**config.mk**
```make
export PLATFORM = sky130hd
export DESIGN_NAME = wptr_full
export DESIGN_NICKNAME = d
export VERILOG_FILES = /design/src/rtl/fifo_pkg.sv /design/src/rtl/gray_cntr.sv /design/src/rtl/wptr_full.sv
export SDC_FILE = /design/constraint.sdc
export NUM_CORES = 1
export LEC_CHECK = 0
export ABC_AREA = 0
export BUFFER_PORTS_ARGS = -buffer_cell sky130_fd_sc_hd__buf_2
export CAP_MARGIN = 30
export CORE_AREA = 3 3 40 42
export DETAILED_ROUTE_END_ITERATION = 12
export DIE_AREA = 0 0 43 45
export GPL_TIMING_DRIVEN = 1
export HOLD_SLACK_MARGIN = 0.1
export PLACE_DENSITY = 0.68
export SETUP_SLACK_MARGIN = 0.5
export SYNTH_ARGS = -nofsm -noshare
export SYNTH_HDL_FRONTEND = slang
export SYNTH_SLANG_ARGS = --single-unit
```
**constraint.sdc**
```tcl
create_clock -name clk_i -period 2.6 [get_ports clk_i]
set_input_delay 0.26 -clock clk_i [delete_from_list [all_inputs] [get_ports clk_i]]
set_output_delay 0.26 -clock clk_i [all_outputs]
set_load 0.005 [all_outputs]
```
**src/rtl/fifo_pkg.sv**
```systemverilog
// Shared pointer helpers for the async FIFO write/read pointer blocks.
// Functions work on zero-extended 32-bit words, so any pointer width up to 32 fits.
package fifo_pkg;

  localparam int unsigned PTR_MAX_W = 32;

  typedef logic [PTR_MAX_W-1:0] ptr_word_t;

  function automatic ptr_word_t bin2gray(input ptr_word_t b);
    return b ^ (b >> 1);
  endfunction

  // Leading zeros of a zero-extended Gray word decode to zeros, so the
  // prefix-XOR from the top bit is correct for every narrower width.
  function automatic ptr_word_t gray2bin(input ptr_word_t g);
    ptr_word_t b;
    b = '0;
    b[PTR_MAX_W-1] = g[PTR_MAX_W-1];
    for (int unsigned i = PTR_MAX_W - 1; i > 0; i--) begin
      b[i-1] = b[i] ^ g[i-1];
    end
    return b;
  endfunction

endpackage

```
**src/rtl/gray_cntr.sv**
```systemverilog
// Binary/Gray pointer register pair shared by the FIFO write and read sides.
// reset is asynchronous and active-low.
module gray_cntr
  import fifo_pkg::*;
#(
  parameter int unsigned W = 4
) (
  input  logic         clk,
  input  logic         reset,
  input  logic         inc,
  output logic [W-1:0] bin,
  output logic [W-1:0] gray
);

  logic [W-1:0] bin_d, bin_q;
  logic [W-1:0] gray_d, gray_q;

  always_comb begin
    bin_d  = bin_q + W'(inc);
    gray_d = W'(bin2gray(ptr_word_t'(bin_d)));
  end

  always_ff @(posedge clk or negedge reset) begin
    if (!reset) begin
      bin_q  <= '0;
      gray_q <= '0;
    end else begin
      bin_q  <= bin_d;
      gray_q <= gray_d;
    end
  end

  assign bin  = bin_q;
  assign gray = gray_q;

endmodule

```
**src/rtl/wptr_full.sv**
```systemverilog
// Async FIFO write-side pointer and full-flag generator.
// Optional used-words / almost-full outputs enabled by macro WPTR_FULL_USEDW_EN.
module wptr_full
  import fifo_pkg::*;
#(
  parameter int unsigned AWIDTH    = 3,
  parameter int unsigned AFULL_VAL = 2**AWIDTH - 2
) (
  input  logic              clk_i,
  input  logic              aclr_n_i,
  input  logic              wrreq_i,
  input  logic [AWIDTH:0]   rd_pntr_gray_i,
  output logic              wr_en_o,
  output logic [AWIDTH-1:0] wr_addr_o,
  output logic [AWIDTH:0]   wr_pntr_gray_o,
  output logic              full_o,
  output logic [AWIDTH:0]   wrusedw_o,
  output logic              almost_full_o
);

  localparam int unsigned PW = AWIDTH + 1;
  // Full when the write Gray pointer equals the read one with its two MSBs flipped.
  localparam logic [PW-1:0] MSB2_MASK = PW'(3) << (PW - 2);

  logic [PW-1:0] wbin, wgray;
  logic [PW-1:0] wbin_next, wgray_next;
  logic          wr_en;
  logic          full_d, full_q;

  gray_cntr #(
    .W (PW)
  ) u_wcntr (
    .clk   (clk_i),
    .reset (aclr_n_i),
    .inc   (wr_en),
    .bin   (wbin),
    .gray  (wgray)
  );

  always_comb begin
    wr_en      = wrreq_i & ~full_q;
    wbin_next  = wbin + PW'(wr_en);
    wgray_next = PW'(bin2gray(ptr_word_t'(wbin_next)));
    full_d     = (wgray_next == (rd_pntr_gray_i ^ MSB2_MASK));
  end

  always_ff @(posedge clk_i or negedge aclr_n_i) begin
    if (!aclr_n_i) begin
      full_q <= 1'b0;
    end else begin
      full_q <= full_d;
    end
  end

`ifdef WPTR_FULL_USEDW_EN
  logic [PW-1:0] wrusedw_d, wrusedw_q;
  logic          afull_d, afull_q;

  always_comb begin
    wrusedw_d = wbin_next - PW'(gray2bin(ptr_word_t'(rd_pntr_gray_i)));
    afull_d   = (32'(wrusedw_d) >= AFULL_VAL);
  end

  always_ff @(posedge clk_i or negedge aclr_n_i) begin
    if (!aclr_n_i) begin
      wrusedw_q <= '0;
      afull_q   <= 1'b0;
    end else begin
      wrusedw_q <= wrusedw_d;
      afull_q   <= afull_d;
    end
  end

  assign wrusedw_o     = wrusedw_q;
  assign almost_full_o = afull_q;
`else
  assign wrusedw_o     = '0;
  assign almost_full_o = 1'b0;
`endif

  assign wr_en_o        = wr_en;
  assign wr_addr_o      = wbin[AWIDTH-1:0];
  assign wr_pntr_gray_o = wgray;
  assign full_o         = full_q;

endmodule

```
# == Word level (Yosys, flattened, before mapping) ==
# Index checks and enable logic that the tools add are counted.
# op_classes
add_sub_neg,1
mul,0
n_div,0
n_lt_le_gt_ge,0
eq_ne,1
n_shift,0
muxes,0
n_bitwise,4
reduce_logical,0
# ops
cell,n
$add A4 B1 Y4,1
$eq A4 B4 Y1,1
$xor A4 B3 Y4,1
$not A2 Y2,1
$and A1 B1 Y1,1
$not A1 Y1,1
# word_totals
reg_bits,9
latchBits,0
ram_bits,0
rom_bits,0
input_bits,7
out_inout_bits,14
elab_cells,9
mem_count,0

# == Logic depth before layout (Yosys ltp) ==
# Gate-level depths: netlist (run 1).
# depth
ltp_word,5
mapped_depth,6
mapped_depth_nobuf,6

# == By module ==
# Synthesis (run 1) repeated with hierarchy kept, for this count alone.
# hier_totals
hier_cells,39
area_unflattened_um2,460.4
# modules_own_cells
module,instances,cells_per_inst,area_per_inst_um2,seq_area_each_um2
gray_cntr,1,18,276.5,175.2
wptr_full,1,21,183.9,25.0

# == Worst setup path before layout (run 1) ==
# Ideal clock, no wire load.
# synth_timing
path_kind,register -> register
startpoint,"register full_q, in the netlist full_o"
endpoint,"register full_q, in the netlist full_o"
setup_time_ps,87
t_arrival_ps,1942
t_required_ps,2513
slack_ps,572
path_stages_with_launch,7
n_path_buf,0
period_less_slack_ps,2028
cell_sequence,dfrtp_1 > nor2b_1 > ha_1 > ha_1 > xor3_1 > or3_1 > a211oi_2
# synth_via
elab_chain_len,5
# synth_rtl
element,line_no,rtl
"start, declared",wptr_full.sv:28,"logic full_d, full_q;"
"start signal, assigned",wptr_full.sv:51,full_q <= full_d;
$not A1 Y1,wptr_full.sv:41,wr_en = wrreq_i & ~full_q;
$and A1 B1 Y1,wptr_full.sv:41,
named net wr_en_o,wptr_full.sv:13,"output logic wr_en_o,"
$add A4 B1 Y4,wptr_full.sv:42,wbin_next = wbin + PW'(wr_en);
$xor A4 B3 Y4,fifo_pkg.sv:10,return b ^ (b >> 1);
$eq A4 B4 Y1,wptr_full.sv:44,full_d = (wgray_next == (rd_pntr_gray_i ^ MSB2_MASK));
named net full_d,wptr_full.sv:28,
# The timed path passes the listed nets, and every way through them passes these cells.

# == Final worst setup path (run 1) ==
# layout_timing
startpoint,"register full_q, in the netlist full_o"
endpoint,"register full_q, in the netlist full_o"
# layout_via
elab_chain_len,5
# layout_rtl
element,line_no
$not A1 Y1,wptr_full.sv:41
$and A1 B1 Y1,wptr_full.sv:41
$add A4 B1 Y4,wptr_full.sv:42
$xor A4 B3 Y4,fifo_pkg.sv:10
$eq A4 B4 Y1,wptr_full.sv:44
named net full_d,wptr_full.sv:28
# The timed path passes the listed nets, and every way through them passes these cells.

==> flow_summary.json, run 1 <==
{
  "setup_viol": 0,
  "seqPwrFrac_pct": 32.7,
  "post-cts-setup-buffers": 0,
  "syn_area_um2": 438,
  "clk_path_buf_depth": 2,
  "cts.sinks": 8,
  "coreArea_um2": 1280,
  "fp.dieH_um": 45,
  "die_w_um": 43,
  "antenna_found_initial": 0,
  "fin_crit_ps": 2000,
  "start_kind": "register",
  "portBuffers": 15,
  "cp_common_cell": "ha_2",
  "syn_to_final_growth_pct": 25.4,
  "crit_chain": "nor2b_2, ha_2, ha_2, xor3_1, or3_1, a211oi_2",
  "grt_max_degree": 9,
  "finalMaxSlewViolations": 0,
  "finalWirelength_um": 667,
  "initial_core_util_pct": 34.1,
  "p_leak_nw": 0.282,
  "p_switching_w": 0.000259,
  "grtUsageTotal_pct": 8.15,
  "drive_above_1_share_pct": 45.1,
  "htree_levels": 1,
  "synth_top_cells_by_area": "dfrtp_1 (46%), xor3_1 (11%), xor2_1 (10%), buf_4 (8.6%), xnor2_1 (8.0%)",
  "grt_pass1_wl_um": 1040,
  "max-cap-violations": 0,
  "ys_warn_count": 0,
  "critPathRequiredTime_ps": 2760,
  "synth_edf_count": 0,
  "cp_top_family": "simple AND/OR/NAND/NOR gates",
  "worstPathArrival_ps": 2170,
  "hold_viol": 0,
  "synth_area_per_cell_um2": 13.3,
  "netlist_instances": 33,
  "ys.flop_type": "dfrtp_1",
  "tns_ps": 0,
  "rsz0062_at_grt": "no",
  "yosysSeqAreaShare_pct": 45.7,
  "yosysMostFrequentCell": "dfrtp_1",
  "fmax_mhz": 499,
  "gp_congestion": 0.643,
  "end_kind": "register",
  "crit_type": "reg2reg",
  "dieArea_um2": 1940,
  "n_fill_cell": 139,
  "min_path_type": "in2reg",
  "clock_skew_ps": 3.54,
  "detail_route.vias_per_cell": 4.27,
  "cts_tree": "yes",
  "insertion_delay_ps": 250,
  "utilization_pct": 42.7,
  "cts-buffers-inserted": 3,
  "max_stage_delay_ps": 420,
  "async_flop_share_pct": 100,
  "synth_top_area_cell": "dfrtp_1",
  "antenna_cells": 0,
  "status": "complete, no violations",
  "wire_per_inst_um": 10.1,
  "root_buffer": "clkbuf_4",
  "comb_power_share_pct": 54.8,
  "clk_pin_slew_ps": 50,
  "grt_overflow": 0,
  "intPower_w": 0.000480,
  "cp_num_buf_inv": 0,
  "power_switching_share_pct": 35.1,
  "yosys-top-cells-count": "dfrtp_1 (8), buf_4 (5), xor2_1 (5)",
  "num_vias": 282,
  "ys_ff_latch": 8,
  "power_frac_clock_pct": 12.5,
  "cp_max_fo": 3,
  "power_density_nw_per_um2": 1350,
  "ant_nets": 0,
  "peakVddDrop_v": 0.000357,
  "first_global_vias": 272,
  "drt_iter0_drc": 2,
  "cp_slowest_cell": "xor3_1",
  "fin_crit_sh_pct": 77.1,
  "drcViolationCount": 0,
  "synth_top_cell_area_share_pct": 45.7,
  "io_pins": 21,
  "num_rows": 13,
  "yosysUniqueCellTypes": 12,
  "dr.pass1.iters": 4,
  "fin_nets": 62
}
repair_timing:
item	4_1_cts	5_1_grt
resized for setup	0	3
hold buffers	1	0
hold endpoints to repair	8	0
endpoints found under the setup margin	0	1
through the flow:
| step | area [um2] | worst slack, ps | hold WS [ps] | power, W | instances |
|---|---|---|---|---|---|
| 5_1_grt | 549 | 510 | 354 | 0.000800 | 66 |
| 6_report | 549 | 596 | 348 | 0.000739 | 66 |
| 3_3_place_gp | 509 | 561 | 107 | 0.000635 | 62 |
| 2_1_floorplan | 453 | 572 | -35.6 | 0.000537 | 37 |
| 3_5_place_dp | 509 | 529 | 110 | 0.000647 | 62 |
| 4_1_cts | 542 | 517 | 345 | 0.000743 | 66 |
routing by layer:
| metal | global-route usage [%] | routed length (um) |
|---|---|---|
| met1 | 7.18 | 255 |
| met2 | 13.2 | 349 |
| met3 | 4.78 | 61 |
| met4 | 7.23 | 0 |
| met5 | 0 | 0 |
flip-flops by register name, summed over array words and instances (netlist names):
signal        cells
u_wcntr.bin       4
full_o            1
u_wcntr.gray      3
cell families (layout without fill, tap and decap cells):
family,Yosys count,count (layout),synth area share [%]
other cells,1,5,0.856
fa+ha+maj,2,2,5.71
xor+xnor,11,11,28.9
simple gates,4,4,5.14
buf+inv,5,19,8.57
flops,8,8,45.7
compound gates,2,2,5.14
final cells by class:
type | instances | area (um2) | area share [%]
Multi-Input combinational cell | 24 | 223 | 40.5
Sequential cell | 8 | 200 | 36.4
Timing Repair Buffer | 16 | 85.1 | 15.5
Clock buffer | 3 | 22.5 | 4.10
Tap cell | 15 | 18.8 | 3.42
layout by cell type, fill, tap and decap left out, types with 2 or more instances in the layout:
master,count
ha_2,2
clkbuf_4,3
xor3_1,2
xnor2_1,4
xor2_1,5
buf_2,15
nand3_1,2
dfrtp_1,8
conb_1,5
worst paths after layout:
check / start / endpoint / slack, ps / depth (start not counted)
worst max register to register: full_o / full_o / 600 / 6
worst min register to register: u_wcntr.bin[3] / u_wcntr.bin[3] / 540 / 1
worst min-delay path: rd_pntr_gray_i[0] / full_o / 350 / 4
min in group asynchronous: aclr_n_i / u_wcntr.gray[2] / 380 / 2
max in group asynchronous: aclr_n_i / u_wcntr.bin[0] / 2050 / 2
worst max-delay path: full_o / full_o / 600 / 6
worst register-to-register path: stages (launching register included):
cell	delay, ps
dfrtp_1	380
nor2b_2	130
ha_2	200
ha_2	210
xor3_1	420
or3_1	360
a211oi_2	210
power groups by stage:
| stage | registers (W) | clock network, W | logic (W) |
|---|---|---|---|
| floorplan | 0.000250 | 0 | 0.000288 |
| global placement | 0.000242 | 0 | 0.000394 |
| detailed placement | 0.000244 | 0 | 0.000403 |
| CTS | 0.000242 | 0.0000970 | 0.000404 |
| global route | 0.000251 | 0.000105 | 0.000445 |
| finish | 0.000242 | 0.0000922 | 0.000405 |
No activity file was read; power rests on OpenSTA's default activity.
==> inputs of run 2 (changes only) <==
Clock period 2.6 ns to 2.1 ns, I/O delays scaled along.
==> run 2 against run 1 <==
Net effect: final area rose by 4.6%; first-iteration DRC count rose by 100%; maximum frequency rose by 13%.
==> flow_summary.json, run 2 (synthesis results as in run 1) <==
{
  "drt_iter0_drc": 4,
  "p_switching_w": 0.000354,
  "min_path_type": "in2reg",
  "initial_core_util_pct": 34.1,
  "worstPathArrival_ps": 1930,
  "portBuffers": 15,
  "die_w_um": 43,
  "setup_viol": 0,
  "mostFrequentLayoutCell": "buf_2",
  "finalMaxSlewViolations": 0,
  "end_kind": "register",
  "fin_nets": 64,
  "dp_hpwl_um": 637,
  "cp_max_fo": 3,
  "hold_viol": 0,
  "fin_crit_sh_pct": 84.3,
  "antenna_found_initial": 0,
  "drcViolationCount": 0,
  "cts_tree": "yes",
  "coreArea_um2": 1280,
  "ant_nets": 0,
  "largest_reg_flops": 4,
  "detail_route.vias_per_cell": 4.44,
  "grt_max_degree": 9,
  "power_switching_share_pct": 35.7,
  "fp.dieH_um": 45,
  "fin_hold_ws_ps": 314,
  "grt_overflow": 0,
  "grt_pass1_wl_um": 1160,
  "cts-resized-gates": 0,
  "seqPwrFrac_pct": 31.0,
  "cts-buffers-inserted": 3,
  "root_buffer": "clkbuf_4",
  "grtUsageTotal_pct": 8.76,
  "final_area_um2": 574,
  "power_density_nw_per_um2": 1720,
  "power_frac_clock_pct": 11.5,
  "start_kind": "register",
  "tns_ps": 0,
  "io_pins": 21,
  "finalWirelength_um": 762,
  "reg2reg_from": "full_o",
  "fin_crit_ps": 1770,
  "p_leak_nw": 0.292,
  "htree_levels": 1,
  "num_vias": 302,
  "dpl_cell_area_um2": 527,
  "dieArea_um2": 1940,
  "antenna_cells": 0,
  "critPathRequiredTime_ps": 2260,
  "clock_skew_ps": 4.42,
  "num_rows": 13,
  "wire_per_inst_um": 11.2,
  "dr.pass1.iters": 2,
  "syn_to_final_growth_pct": 31.1,
  "first_global_vias": 289,
  "clk_path_buf_depth": 2,
  "drive_above_1_share_pct": 47.2,
  "cts.sinks": 8,
  "crit_type": "reg2reg",
  "hp-start": "rd_pntr_gray_i[0]",
  "peakVddDrop_v": 0.000522,
  "crit_path_start": "full_o",
  "mostFrequentLayoutCells": "buf_2 (15), dfrtp_1 (8), xor2_1 (5), conb_1 (5), xnor2_1 (4)",
  "max-cap-violations": 0,
  "rsz0062_at_grt": "yes",
  "fmax_mhz": 565,
  "comb_power_share_pct": 57.4,
  "clk_pin_slew_ps": 50,
  "gp_congestion": 0.656,
  "intPower_w": 0.000637,
  "insertion_delay_ps": 250,
  "status": "complete, no violations"
}
==> run 2: cell types whose count changed in the layout (fill, tap and decap cells not counted) <==
| cell | change |
|---|---|
| buf_4 | +2 |
| ha_2 | -1 |
| ha_4 | +1 |
==> run 2: final timing paths <==
path / endpoint / cells past startpoint / slack, ps
max reg2reg: full_o / 6 / 330
max: full_o / 6 / 330
min: full_o / 4 / 310
max in group asynchronous: u_wcntr.bin[1] / 2 / 1610
min in group asynchronous: u_wcntr.gray[0] / 2 / 320
min reg2reg: u_wcntr.bin[3] / 1 / 550
==> run 2: what timing repair did <==
| item | in CTS | in global routing |
|---|---|---|
| endpoints found under the setup margin | 1 | 1 |
| endpoints found under the hold margin | 8 | 0 |
| pin swaps | 1 | 1 |
| hold buffers | 1 | 0 |
| setup buffers | 2 | 0 |
==> run 2: layer usage <==
layer | GRT usage (%) | routed length, um | up-vias
met5 | 0 | 0 | -
met4 | 9.04 | 16 | 0
met3 | 2.39 | 49 | 2
met2 | 15.0 | 434 | 10
met1 | 8.23 | 261 | 147
li1 | - | - | 143
==> run 2: critical path, cell delays in order (launching register included) <==
cell and delay, ps:
dfrtp_1 380, nor2b_2 130, ha_2 210, ha_4 150, xor3_1 230, or3_1 390
a211oi_2 190
==> run 2: area by class of cell <==
| class | instances | area [um2] |
|---|---|---|
| tap | 15 | 18.8 |
| clock buffer | 3 | 22.5 |
| sequential | 8 | 200 |
| fill | 129 | 711 |
| timing repair buffer | 18 | 100 |
| multi-input combinational | 24 | 233 |
==> run 2: metrics by stage <==
stage | util, % | total power (W) | cells | setup WS [ps]
after floorplan | - | 0.000698 | 37 | 359
after global placement | 41.0 | 0.000829 | 62 | 332
after detailed placement | 41.0 | 0.000858 | 62 | 286
after CTS | 44.7 | 0.00101 | 68 | 309
after global routing | 44.7 | 0.00107 | 68 | 264
final | 44.7 | 0.000990 | 68 | 331
==> run 2: power by group through the flow <==
stage	clock network (W)	logic, W	registers (W)
final	0.000114	0.000568	0.000307
after global routing	0.000124	0.000624	0.000322
after CTS	0.000121	0.000579	0.000312
after detailed placement	0	0.000544	0.000314
after global placement	0	0.000523	0.000307
after floorplan	0	0.000382	0.000316
==> inputs of run 3 (changes only) <==
Clock period 2.1 ns to 1.72 ns, I/O delays scaled along.
==> run 3 against run 2 <==
Net effect: the run now ends with setup timing left; largest cell class unchanged; final area rose by 14%; core utilization rose by 6.4 points; die area did not move; critical path type unchanged.
==> flow_summary.json, run 3 (synthesis results as in run 1) <==
{
  "cts_tree": "yes",
  "drcViolationCount": 0,
  "hp-start": "rd_pntr_gray_i[0]",
  "min_path_cells": 4,
  "io_pins": 21,
  "finalMaxSlewViolations": 0,
  "utilization_pct": 51.1,
  "drive_above_1_share_pct": 59.6,
  "power_w": 0.00136,
  "largest_reg_flops": 4,
  "cts.sinks": 8,
  "portBuffers": 15,
  "critPathRequiredTime_ps": 1890,
  "min_to": "full_o",
  "violations": "setup timing",
  "reg2reg_from": "full_o",
  "die_w_um": 43,
  "fmax_mhz": 569,
  "num_rows": 13,
  "crit_type": "reg2reg",
  "insertion_delay_ps": 260,
  "grtUsageTotal_pct": 10.7,
  "setup_viol": 1,
  "r2r-end": "full_o",
  "power_density_nw_per_um2": 2080,
  "antenna_cells": 0,
  "rsz0062_at_grt": "yes",
  "dp_hpwl_um": 700,
  "wire_per_inst_um": 12.0,
  "worstRegToRegCells": 6,
  "gp_congestion": 0.678,
  "syn_to_final_growth_pct": 50.0,
  "clk_pin_slew_ps": 50,
  "coreArea_um2": 1280,
  "dieArea_um2": 1940,
  "mostFrequentLayoutCell": "buf_2",
  "min_path_type": "in2reg",
  "max-cap-violations": 0,
  "start_kind": "register",
  "clock_skew_ps": 4.52,
  "grt_pass1_wl_um": 1410,
  "antenna_found_initial": 0,
  "fin_crit_ps": 1760,
  "preCtsSetupSlack_ps": -25.6,
  "fin_nets": 68,
  "htree_levels": 1,
  "peakVddDrop_v": 0.000610,
  "ant_nets": 0,
  "mostFrequentLayoutCells": "buf_2 (14), dfrtp_1 (8), conb_1 (5), buf_4 (5)",
  "fin_hold_ws_ps": 265,
  "end_kind": "register",
  "status": "finished, violations left",
  "num_vias": 311,
  "finalWirelength_um": 867,
  "p_leak_nw": 0.331,
  "detail_route.vias_per_cell": 4.32,
  "dr.pass1.iters": 3,
  "grt_overflow": 0,
  "grt_max_degree": 9,
  "fin_crit_sh_pct": 102,
  "cp_max_fo": 2,
  "cts-buffers-inserted": 3,
  "finalWorstSetupSlack_ps": -36.5,
  "initial_core_util_pct": 34.1,
  "rrSetupSlack_ps": -40,
  "root_buffer": "clkbuf_4",
  "worstPathArrival_ps": 1920,
  "hold_viol": 0,
  "fp.dieH_um": 45,
  "clk_path_buf_depth": 2,
  "first_global_vias": 343,
  "drt_iter0_drc": 3
}
run 3: worst max-delay path by stage:
stage | startpoint | endpoint | slack (ps) | cells past startpoint
CTS | full_o | full_o | -20 | 6
global route | full_o | full_o | -140 | 6
finish | full_o | full_o | -40 | 6
global placement | full_o | full_o | 10 | 6
detailed placement | full_o | full_o | -30 | 6
floorplan | full_o | full_o | -20 | 6
run 3: layout make-up:
class	count	area, um2
clock buffer	3	22.5
multi-input combinational	24	275
sequential	8	200
timing repair buffer	22	140
fill	129	628
tap	15	18.8
run 3: stage by stage:
step | instances | instance area [um2] | setup TNS (ps)
global route | 72 | 657 | -138
floorplan | 37 | 470 | -20.9
global placement | 67 | 564 | 0
detailed placement | 67 | 564 | -25.6
CTS | 71 | 619 | -18.3
finish | 72 | 657 | -36.5
run 3: per-layer routing:
layer,wire length (um),global-route usage (%),up-vias
met3,70,4.78,2
met1,284,9.23,147
met5,0,0,-
li1,-,-,147
met2,497,19.8,15
met4,15,7.23,0
run 3: critical path, stage by stage (launching register included):
cell and delay (ps):
dfrtp_1 380, nor2b_2 140, ha_2 220, ha_4 130
xor3_1 230, or3_1 380, a211oi_2 190
run 3: power breakdown:
part | leakage (nW) | switching [W] | internal [W]
registers | 0.0956 | 0.000103 | 0.000296
logic | 0.221 | 0.000327 | 0.000492
clock network | 0.0138 | 0.0000668 | 0.0000800
run 3: what timing repair did:
| action | 4_1_cts | 5_1_grt |
|---|---|---|
| setup endpoints to repair | 5 | 7 |
| setup buffers | 0 | 1 |
| cloned | 0 | 0 |
| pin swaps | 2 | 2 |
| hold endpoints to repair | 8 | 0 |
| resized for setup | 3 | 5 |
| hold buffers | 1 | 0 |
